==> src/rtl/sprite_rom_arbiter_if.sv <==
// rtl/sprite_rom_arbiter_if.sv - requester/ROM bundle for the sprite ROM arbiter
//
// Purpose: groups the three requester read ports, the grant vector, the
// shared synchronous sprite ROM port and the tagged read-data return.
// Signals:
//   req[2:0]           per-requester read request (0 knight, 1 enemy, 2 background)
//   addr0/addr1/addr2  14-bit ROM address of each requester, valid while req[i]=1
//   gnt[2:0]           combinational one-hot grant from the arbiter
//   rom_address        registered address driven to the sprite ROM
//   rom_q              ROM palette index, one cycle after rom_address
//   rdata              registered read data shared by all requesters
//   rvalid[2:0]        registered one-hot owner of rdata
// Modports: slave = arbiter view, master = requesters plus ROM view.
interface sprite_rom_arbiter_if;
  logic [2:0]  req;
  logic [13:0] addr0;
  logic [13:0] addr1;
  logic [13:0] addr2;
  logic [2:0]  gnt;
  logic [13:0] rom_address;
  logic [2:0]  rom_q;
  logic [2:0]  rdata;
  logic [2:0]  rvalid;

  modport slave (
    input  req, addr0, addr1, addr2, rom_q,
    output gnt, rom_address, rdata, rvalid
  );

  modport master (
    output req, addr0, addr1, addr2, rom_q,
    input  gnt, rom_address, rdata, rvalid
  );
endinterface

==> src/rtl/sprite_rom_arbiter.sv <==
// rtl/sprite_rom_arbiter.sv - three-way arbiter in front of one synchronous sprite ROM
//
// Purpose: shares a single synchronous sprite ROM between the knight, enemy
// and background requesters at one read per cycle. The winner's address is
// registered onto rom_address; a one-hot tag follows the read so rdata and
// rvalid appear together two cycles after the accepting edge.
// Ports:
//   vga_clk  sole clock, rising edge
//   Reset    asynchronous active-high reset
//   bus      sprite_rom_arbiter_if.slave (req, addr0..2, gnt, rom_address,
//            rom_q, rdata, rvalid)
// Configuration macro: SPRITE_ARB_RR_EN
//   defined   - round-robin from a 2-bit last-grant pointer
//   undefined - fixed priority 0 > 1 > 2, no pointer
module sprite_rom_arbiter (
  input  logic                  vga_clk,
  input  logic                  Reset,
  sprite_rom_arbiter_if.slave   bus
);

  logic [2:0]  w_gnt;
  logic        w_accept;
  logic [13:0] w_win_addr;

  logic [13:0] r_rom_address;
  logic [2:0]  r_tag1;
  logic [2:0]  r_tag2;
  logic [2:0]  r_rdata;
  logic [2:0]  r_rvalid;

`ifdef SPRITE_ARB_RR_EN
  logic [1:0] r_ptr;
  logic [1:0] w_p0;
  logic [1:0] w_p1;
  logic [1:0] w_p2;
  logic [1:0] w_win_idx;

  // Priority order starts just after the last winner and wraps mod 3.
  always_comb begin
    w_p0 = 2'd0;
    w_p1 = 2'd1;
    w_p2 = 2'd2;
    case (r_ptr)
      2'd0: begin w_p0 = 2'd1; w_p1 = 2'd2; w_p2 = 2'd0; end
      2'd1: begin w_p0 = 2'd2; w_p1 = 2'd0; w_p2 = 2'd1; end
      default: ;
    endcase
    w_gnt = 3'b000;
    if (|(bus.req & (3'b001 << w_p0)))
      w_gnt = 3'b001 << w_p0;
    else if (|(bus.req & (3'b001 << w_p1)))
      w_gnt = 3'b001 << w_p1;
    else if (|(bus.req & (3'b001 << w_p2)))
      w_gnt = 3'b001 << w_p2;
  end

  always_comb begin
    case (w_gnt)
      3'b010:  w_win_idx = 2'd1;
      3'b100:  w_win_idx = 2'd2;
      default: w_win_idx = 2'd0;
    endcase
  end

  // Reset value 2 makes requester 0 the first in line.
  always_ff @(posedge vga_clk or posedge Reset) begin
    if (Reset)
      r_ptr <= 2'd2;
    else if (w_accept)
      r_ptr <= w_win_idx;
  end
`else
  always_comb begin
    w_gnt = 3'b000;
    if (bus.req[0])
      w_gnt = 3'b001;
    else if (bus.req[1])
      w_gnt = 3'b010;
    else if (bus.req[2])
      w_gnt = 3'b100;
  end
`endif

  // gnt is always a subset of req, so any grant bit is an acceptance.
  assign w_accept = |w_gnt;

  always_comb begin
    case (w_gnt)
      3'b010:  w_win_addr = bus.addr1;
      3'b100:  w_win_addr = bus.addr2;
      default: w_win_addr = bus.addr0;
    endcase
  end

  // tag1 lines up with rom_address, tag2 with rom_q, rvalid with rdata.
  // A zero tag on idle edges keeps rvalid one cycle wide.
  always_ff @(posedge vga_clk or posedge Reset) begin
    if (Reset) begin
      r_rom_address <= 14'd0;
      r_tag1        <= 3'b000;
      r_tag2        <= 3'b000;
      r_rdata       <= 3'b000;
      r_rvalid      <= 3'b000;
    end else begin
      if (w_accept)
        r_rom_address <= w_win_addr;
      r_tag1   <= w_gnt;
      r_tag2   <= r_tag1;
      r_rdata  <= bus.rom_q;
      r_rvalid <= r_tag2;
    end
  end

  assign bus.gnt         = w_gnt;
  assign bus.rom_address = r_rom_address;
  assign bus.rdata       = r_rdata;
  assign bus.rvalid      = r_rvalid;

endmodule

==> src/flat_wrapper.sv <==
// flat-port wrapper written by rule: the top's interface ports become plain ports
module sprite_rom_arbiter_flat 
  (vga_clk, Reset, bus_req, bus_addr0, bus_addr1, bus_addr2, bus_rom_q, bus_gnt, bus_rom_address, bus_rdata, bus_rvalid);
  sprite_rom_arbiter_if bus_i ();
  input  logic vga_clk;
  input  logic Reset;
  input wire logic [$bits(bus_i.req)-1:0] bus_req;
  input wire logic [$bits(bus_i.addr0)-1:0] bus_addr0;
  input wire logic [$bits(bus_i.addr1)-1:0] bus_addr1;
  input wire logic [$bits(bus_i.addr2)-1:0] bus_addr2;
  input wire logic [$bits(bus_i.rom_q)-1:0] bus_rom_q;
  output wire logic [$bits(bus_i.gnt)-1:0] bus_gnt;
  output wire logic [$bits(bus_i.rom_address)-1:0] bus_rom_address;
  output wire logic [$bits(bus_i.rdata)-1:0] bus_rdata;
  output wire logic [$bits(bus_i.rvalid)-1:0] bus_rvalid;
  assign bus_i.req = bus_req;
  assign bus_i.addr0 = bus_addr0;
  assign bus_i.addr1 = bus_addr1;
  assign bus_i.addr2 = bus_addr2;
  assign bus_i.rom_q = bus_rom_q;
  assign bus_gnt = bus_i.gnt;
  assign bus_rom_address = bus_i.rom_address;
  assign bus_rdata = bus_i.rdata;
  assign bus_rvalid = bus_i.rvalid;
  sprite_rom_arbiter u_core (.vga_clk(vga_clk), .Reset(Reset), .bus(bus_i));
endmodule
==> config.mk <==
export PLATFORM = sky130hd
export DESIGN_NAME = sprite_rom_arbiter_flat
export DESIGN_NICKNAME = d
export VERILOG_FILES = /design/src/rtl/sprite_rom_arbiter_if.sv /design/src/rtl/sprite_rom_arbiter.sv /design/src/flat_wrapper.sv
export SDC_FILE = /design/constraint.sdc
export NUM_CORES = 1
export LEC_CHECK = 0
export BUFFER_PORTS_ARGS = -buffer_cell sky130_fd_sc_hd__buf_4
export CAP_MARGIN = 10
export CELL_PAD_IN_SITES_DETAIL_PLACEMENT = 0
export CELL_PAD_IN_SITES_GLOBAL_PLACEMENT = 1
export CORE_MARGIN = 4
export CORE_UTILIZATION = 29
export DETAILED_ROUTE_END_ITERATION = 8
export PLACE_DENSITY = 0.83
export SYNTH_ARGS = -nofsm -noshare
export SYNTH_HDL_FRONTEND = slang
export SYNTH_SLANG_ARGS = --single-unit
==> constraint.sdc <==
create_clock -name vga_clk -period 0.8 [get_ports vga_clk]
set_input_delay 0.04 -clock vga_clk [delete_from_list [all_inputs] [get_ports vga_clk]]
set_output_delay 0.04 -clock vga_clk [all_outputs]
set_load 0.01 [all_outputs]
==> metrics.csv <==
metric,value,unit
CP endpoint kind,output pin,
RD Place Congestion,0.863,
R2R Path End,u_core.bus.rom_address[7]$_DFFE_PP0P_,
DR vias,1196,
arrival time worst endpoint,810,ps
synthesized cell area,1180,µm²
Slowest Stage Delay on Critical Path,410,ps
I/O pin total,73,
area of the multi-input gates,457,µm²
"EDFF count, synth",0,
# setup viols final,18,
Max Clk Rate,1180,MHz
vias in the first global route,1244,
clock sink count,26,
Cell variety after synth,15,
Hold WC Path Type,input port to register,
LEAKAGE,1.06,nW
DP Area,1780,µm²
worst hold margin,22.7,ps
pin count of the biggest net entering global routing,28,
post-route ant nets,0,
register area,651,µm²
row cnt,22,
maximum vdd drop,0.000758,V
Final WS setup,-50.6,ps
Post-synth top cells,"dfrtp_1, nor2_1, a21oi_1, a221o_1, nand2_1",
Root Buffer,clkbuf_8,
CTS Buffer Depth,2,
WP data required,760,ps
initial drt markers,57,
Tcrit/Tclk final,1.06,
HP Start,bus_addr0[10],
DR pass1 iterations,4,
TritonCTS clock tree,done,
Final min period,851,ps
"Area growth, synth to finish",78.3,%
number of CTS-inserted buffers,3,
H-Tree Level Count,1,
die width,71.7,µm
#FFs+latches synth,26,
synth warn,0,
WL/cell,13.5,µm
Die ar.,5140,µm²
worst r2r path cells,3,
initial core utilization,0.310,
most common cell in the synthesized netlist,dfrtp_1,
Crit-path slowest cell,dfrtp_1,
Final Hold Vio Count,0,
share of cells above drive strength 1,0.554,
"Slew Viols, Final",0,
Final nets,264,
"area leader, netlist",dfrtp_1,
worst-margin pin slew,316,ps
status,"complete, but fails checks",
Top delay family on crit path,flip-flops,
vias per cell,4.58,
Die H,71.7,µm
CP cell instances,buf_6,
Worst setup endpoint,bus_rom_address[9],
n_diodes,0,
CP Class,register to output pin,
post-route design area,2100,µm²
first-pass GRT wire length,5720,µm
Clock Pin Slew Worst Setup and Hold Paths,80,ps
Critical Path Stages,1,
DP Worst Slack,-249,ps
Max transition margin,0.790,
"setup slack, reg-to-reg",10,ps
final wirelength,3510,µm
Worst Skew,3.13,ps
grt total ovfl,0,
WP buf/inv,1,
total track usage,0.142,
Synth Flop Type,dfrtp_1,
final core utilization,0.553,
DRC Markers,0,
post-synthesis async set-or-reset flop share,1.00,
Synth Area per Inst,9.49,µm²
RR Startpoint,u_core.bus.rom_address[7]$_DFFE_PP0P_,
launch point of the critical path,u_core.bus.rom_address[9]$_DFFE_PP0P_,
Mapped Nets,174,
number of fill cells,346,
Core Region,3800,µm²
Pwr Total,3.16,mW
IO buf count,72,
"Seq/Total Area, Yosys",0.553,
failing checks,setup timing,
initial antenna violation count,0,
Max Cap Viol,0,
Gate Count Post-Synth,124,
pwr dens,1510,nW/µm²
unrepaired setup endpoints after global routing,true,
Clock Latency Late Sink,270,ps
CP max FO,2,
post-synth top area share,0.553,
CP Launch Type,register,
dominant cells by area after synthesis,"dfrtp_1, a221o_1, a21oi_1, nor2_1, nor2_2",
DP HPWL,2780,µm
-- per-layer routing --
layer | global-route usage | vias up | part of all wire
li1 | - | 586 | -
met1 | 0.181 | 535 | 0.43
met3 | 0.0351 | 7 | 0.10
met5 | 0 | - | 0
met2 | 0.230 | 68 | 0.44
met4 | 0.0564 | 0 | 0.020
-- metrics by stage --
step | instances | TNS (ps)
global route | 261 | -1210
finish | 261 | -539
CTS | 261 | -651
floorplan | 124 | -1010
global placement | 242 | -2470
detailed placement | 242 | -2610
-- cells by family (layout without fill, tap and decap cells) --
logic type | Yosys count | count (layout) | synth area share
buffers and inverters | 25 | 114 | 0.0967
DFF | 26 | 26 | 0.553
and+or+nand+nor | 45 | 45 | 0.172
AOI/OAI and AO/OA | 28 | 28 | 0.179
-- worst min path at each step --
stage	end	cells after the start	slack, ps
5_1_grt	u_core.bus.rom_address[6]$_DFFE_PP0P_	3	20
4_1_cts	u_core.bus.rom_address[1]$_DFFE_PP0P_	3	20
2_1_floorplan	u_core.bus.rdata[0]$_DFF_PP0_	0	70
3_5_place_dp	u_core.bus.rvalid[0]$_DFF_PP0_	3	120
3_3_place_gp	u_core.bus.rvalid[0]$_DFF_PP0_	3	110
6_report	u_core.bus.rom_address[10]$_DFFE_PP0P_	3	20
-- sequential cells by signal, indices dropped and copies added (netlist names) --
register and count:
u_core.bus.rdata 3, u_core.bus.rom_address 14, u_core.bus.rvalid 3, u_core.r_tag1 3, u_core.r_tag2 3
-- repair_timing --
item | CTS | global route
endpoints found under the hold margin | 29 | 0
pin swaps | 0 | 4
hold buffers | 4 | 0
resized for setup | 21 | 15
setup endpoints to repair | 21 | 32
setup buffers | 11 | 0
-- cell usage in the layout, fill, tap and decap left out, drive strengths merged --
master and n:
buf 91, nor2 28, dfrtp 26, inv 15, a221o 14, nand2 14, a21oi 14, clkbuf 4
dlygate4sd3 4, or3 1, nor3b 1, nor2b 1
-- where the power goes --
group	internal (mW)	leakage [nW]	switching [mW]
Clock	0.439	0.0288	0.380
Sequential	1.41	0.315	0.0669
Combinational	0.525	0.718	0.338
-- layout make-up --
| cell class | instances | area share |
|---|---|---|
| tap | 48 | 0.0286 |
| clock buffer | 4 | 0.0262 |
| multi-input combinational | 73 | 0.218 |
| sequential | 26 | 0.310 |
| inverter | 15 | 0.0268 |
| timing repair buffer | 95 | 0.391 |
Note: power is estimated with default switching activity, not from simulation.
